===== src/rtl/debounce_fsm.sv =====
// Tick-sampled button debouncer: 2-flop synchronizer, four-state acceptance FSM,
// registered press/release pulses and a once-per-press long-hold pulse.
module debounce_fsm #(
    parameter int STABLE_TICKS = 4,
    parameter int LONG_TICKS   = 200
) (
    input  logic clk,
    input  logic reset,
    input  logic tick,
    input  logic btn_in,
    output logic btn_level,
    output logic press_pulse,
    output logic release_pulse,
    output logic long_press
);

    localparam int              CW       = $clog2(STABLE_TICKS) + 1;
    localparam logic [CW-1:0]   CNT_LAST = CW'(STABLE_TICKS - 1);
    localparam logic [15:0]     HOLD_MAX = 16'(LONG_TICKS);

    generate
        if (STABLE_TICKS < 2 || STABLE_TICKS > 255) begin : g_bad_stable
            $error("debounce_fsm: STABLE_TICKS out of range 2..255");
        end
        if (LONG_TICKS <= STABLE_TICKS || LONG_TICKS > 65535) begin : g_bad_long
            $error("debounce_fsm: LONG_TICKS out of range STABLE_TICKS+1..65535");
        end
    endgenerate

    typedef enum logic [1:0] {
        LOW       = 2'd0,
        WAIT_HIGH = 2'd1,
        HIGH      = 2'd2,
        WAIT_LOW  = 2'd3
    } state_t;

    state_t        state, state_nxt;
    logic [CW-1:0] cnt, cnt_nxt;
    logic [15:0]   hcnt, hcnt_nxt;
    logic          sync_q, s;
    logic          level_nxt, press_nxt, release_nxt, long_nxt;
    logic          held;

    // btn_in is asynchronous; only the second flop's output is ever sampled.
    always_ff @(posedge clk or posedge reset) begin
        if (reset) begin
            sync_q <= 1'b0;
            s      <= 1'b0;
        end else begin
            sync_q <= btn_in;
            s      <= sync_q;
        end
    end

    always_ff @(posedge clk or posedge reset) begin
        if (reset) begin
            state         <= LOW;
            cnt           <= '0;
            hcnt          <= '0;
            btn_level     <= 1'b0;
            press_pulse   <= 1'b0;
            release_pulse <= 1'b0;
            long_press    <= 1'b0;
        end else begin
            state         <= state_nxt;
            cnt           <= cnt_nxt;
            hcnt          <= hcnt_nxt;
            btn_level     <= level_nxt;
            press_pulse   <= press_nxt;
            release_pulse <= release_nxt;
            long_press    <= long_nxt;
        end
    end

    assign held = (state == HIGH) || (state == WAIT_LOW);

    always_comb begin
        state_nxt   = state;
        cnt_nxt     = cnt;
        hcnt_nxt    = hcnt;
        press_nxt   = 1'b0;
        release_nxt = 1'b0;
        long_nxt    = 1'b0;

        // Hold time accrues on every tick while accepted-high, saturating.
        if (tick && held && hcnt < HOLD_MAX) begin
            hcnt_nxt = hcnt + 16'd1;
            long_nxt = (hcnt == HOLD_MAX - 16'd1);
        end

        case (state)
            LOW: begin
                if (tick && s) begin
                    state_nxt = WAIT_HIGH;
                    cnt_nxt   = CW'(1);
                end else begin
                    cnt_nxt   = '0;
                end
            end
            WAIT_HIGH: begin
                if (tick) begin
                    if (!s) begin
                        state_nxt = LOW;
                        cnt_nxt   = '0;
                    end else if (cnt == CNT_LAST) begin
                        state_nxt = HIGH;
                        cnt_nxt   = '0;
                        hcnt_nxt  = '0;
                        press_nxt = 1'b1;
                    end else begin
                        cnt_nxt   = cnt + CW'(1);
                    end
                end
            end
            HIGH: begin
                if (tick && !s) begin
                    state_nxt = WAIT_LOW;
                    cnt_nxt   = CW'(1);
                end
            end
            WAIT_LOW: begin
                if (tick) begin
                    if (s) begin
                        // Release bounce: back to HIGH without touching hcnt or pulsing.
                        state_nxt = HIGH;
                        cnt_nxt   = '0;
                    end else if (cnt == CNT_LAST) begin
                        state_nxt   = LOW;
                        cnt_nxt     = '0;
                        release_nxt = 1'b1;
                    end else begin
                        cnt_nxt     = cnt + CW'(1);
                    end
                end
            end
            default: begin
                state_nxt = LOW;
                cnt_nxt   = '0;
            end
        endcase

        // Keep the three pulses mutually exclusive; release wins over long-press.
        if (release_nxt) long_nxt = 1'b0;

        level_nxt = (state_nxt == HIGH) || (state_nxt == WAIT_LOW);
    end

endmodule


===== config.mk =====
export PLATFORM = sky130hd
export DESIGN_NAME = debounce_fsm
export DESIGN_NICKNAME = d
export VERILOG_FILES = /design/src/rtl/debounce_fsm.sv
export SDC_FILE = /design/constraint.sdc
export NUM_CORES = 1
export LEC_CHECK = 0
export ABC_AREA = 1
export BUFFER_PORTS_ARGS = -buffer_cell sky130_fd_sc_hd__buf_4
export CELL_PAD_IN_SITES_DETAIL_PLACEMENT = 1
export CELL_PAD_IN_SITES_GLOBAL_PLACEMENT = 1
export CORE_UTILIZATION = 44
export CTS_CLUSTER_DIAMETER = 200
export DETAILED_ROUTE_END_ITERATION = 8
export PLACE_DENSITY_LB_ADDON = 0.1
export SLEW_MARGIN = 25
export SYNTH_ARGS = -nofsm -noshare
export SYNTH_HDL_FRONTEND = slang
export SYNTH_SLANG_ARGS = --single-unit

===== constraint.sdc =====
create_clock -name clk -period 1.62 [get_ports clk]
set_clock_uncertainty 0.2 [all_clocks]
set_input_delay 0.243 -clock clk [delete_from_list [all_inputs] [get_ports clk]]
set_output_delay 0.243 -clock clk [all_outputs]
set_load 0.1 [all_outputs]

==> impl_metrics.ini <==
[placement]
portBuffers = 7
hpwl_mm = 1.99
preCtsSetupSlack_ns = 0.0948
place_area_mm2 = 0.00138
gp_congestion = 0.800
dp.cells = 190

[floorplan]
core-area_mm2 = 0.00276
die_area_mm2 = 0.00314
initial_core_util_pct = 46.6
fp-row-count = 19
die_h_um = 56.0
ioPinCount = 8
die_w_um = 56.0

[setup_path]
critPathLaunchType = register
worst-r2r-cell-count = 7
crit_type = register to register
cp_max_fo = 5
r2r_end = hcnt[7]
arrival_ns = 1.63
crit_required_ns = 1.65
r2r_slack_ns = 0.02
worstReg2RegStart = cnt[0]
cp-end-kind = register

[synth]
synth_nets = 157
ys_top_cells_by_area = dfrtp_1 (51%), nand2_1 (7.6%), inv_1 (7.3%), nor2_1 (7.3%), nand3_1 (3.9%)
synth_top_area_cell = dfrtp_1
avgSynthCellArea_um2 = 8.50
syn_area_mm2 = 0.00128
synth_top_area_share_pct = 50.7
netlist_instances = 151
yosysWarningCount = 0
synth-seq-cells = 26
yosysSeqAreaShare_pct = 50.7
synth_cell_types = 26

[global_route]
antenna_found_initial = 0
grt_pass1_vias = 1063
track_usage_pct = 18.8
grt_overflow_total = 0
grt_max_degree = 18
grt_pass1_wl_mm = 4.61

[pwr]
p_total_uw = 1650
leakagePower_uw = 0.000809
cellPowerDensity_mw_per_mm2 = 1090
irDropWorstVdd_mv = 0.730

[route]
viasPerCell = 5.15
finalWirelength_mm = 2.77
ant_nets = 0
drtIter0Drc = 19
first_pass_iters = 4
routedWlPerCell_um = 13.8
vias = 1030
drc = 0

[layout]
final_area_mm2 = 0.00151
syn_to_final_growth_pct = 17.4
stdcell_count = 200
fin_util_pct = 54.7
antenna_cells = 0
drive_gt1_share_pct = 23.1
n_fill_cell = 339
fin_nets = 176

[sta]
tightest_slew_ns = 0.380
fmax_mhz = 624
min_period_over_period_pct = 99.0
min_period_ns = 1.60
rsz0062_at_grt = true
slew_headroom_pct = 74.7
maxSlewViolCount = 0
finalSetupViolCount = 0
hold_viol = 0
setup_slack_ns = 0.0167

[worst_hold_path]
hp-class = primary input to register
min-delay-start = tick
whs_endpoint = state[0]
holdPathStages = 3

[clock_tree]
clock_path_buffers = 2
clk_pin_slew_worst_paths_ns = 0.15
tritoncts = built
cts_max_level = 1
numCtsBuffers = 3
clkLatencyLatePin_ns = 0.32
cts_num_sinks = 26
cts-root-buf = clkbuf_4

[run_status]
outcome = complete, no violations

[job]
maxCapViolations = 0
## power by group
| group | switching (uW) | internal, uW | total (uW) |
|---|---|---|---|
| logic | 246 | 165 | 411 |
| registers | 67.9 | 725 | 793 |
| clock network | 195 | 250 | 445 |
## per-stage QoR
stage | hold slack, ns | TNS (ns)
floorplan | 0.0744 | 0
global placement | 0.0437 | 0
detailed placement | 0.0511 | 0
CTS | 0.102 | 0
global route | 0.120 | -0.900
finish | 0.104 | 0
## registers in the layout (all words and copies together), names as in the netlist
register / count
hcnt: 16
cnt: 3
btn_level: 1
long_press: 1
press_pulse: 1
release_pulse: 1
s: 1
state: 1
sync_q: 1
## cell type report
class,count,area [um^2],area share (%)
tap,31,38.8,2.57
clock inverter,1,30.0,1.99
sequential,26,654,43.4
timing repair buffer,15,121,8.05
clock buffer,3,22.5,1.49
multi-input combinational,97,539,35.8
inverter,27,101,6.72
## repair_timing
| item | in CTS | in global routing |
|---|---|---|
| resized for setup | 0 | 10 |
| hold buffers | 2 | 0 |
| setup buffers | 0 | 3 |
| endpoints found under the setup margin | 0 | 13 |
| endpoints found under the hold margin | 10 | 0 |
## routing by layer
layer  wire (um)  GRT usage (%)
met1        1190           24.3
met2        1470           32.8
met3          67           2.79
met4          35           5.23
met5           0              0
## logic make-up after synthesis
logic type / after synthesis / synth area share (%)
flip-flops: 26 / 50.7
AO/OA/AOI/OAI: 14 / 6.24
adder cells (fa/ha/maj): 2 / 1.95
buffers and inverters: 28 / 8.77
AND/OR/NAND/NOR: 79 / 31.0
XOR/XNOR: 2 / 1.36
## synthesized netlist by cell type, drive strengths merged
| library cell | instances |
|---|---|
| xor2 | 2 |
| a21boi | 1 |
| nor2 | 29 |
| nand2 | 30 |
| o21ai | 5 |
| o21bai | 1 |
| ha | 2 |
| inv | 27 |
| nand4 | 5 |
| buf | 1 |
| o21a | 1 |
| nand3 | 12 |
| a21oi | 4 |
| nor3 | 2 |
| dfrtp | 26 |
| a31oi | 2 |
| nand3b | 1 |
## worst max-delay path: stages, from the launching register on
cell	delay, ns
dfrtp_1	0.40
ha_2	0.19
inv_2	0.05
nor2_4	0.12
inv_2	0.06
nor3_4	0.25
inv_2	0.12
o21a_1	0.13
## worst max path at each step
stage / start / endpoint / depth (start not counted)
finish: cnt[0] / hcnt[7] / 7
global route: cnt[0] / hcnt[4] / 8
CTS: cnt[0] / hcnt[6] / 7
detailed placement: cnt[0] / hcnt[2] / 7
global placement: btn_level / hcnt[5] / 5
floorplan: btn_level / hcnt[0] / 5
## cells in the final DEF, fill, tap and decap left out, drive strengths merged
cell,instances
nor3,2
dlygate4sd3,2
a21boi,1
o21a,1
buf,13
nand2,30
bufinv,1
a31oi,2
dfrtp,26
clkbuf,3
nand3,12
nand3b,1
nor2,29
inv,27
xor2,2
o21ai,5
ha,2
a21oi,4
nand4,5
o21bai,1
(Power assumes the default switching activity.)
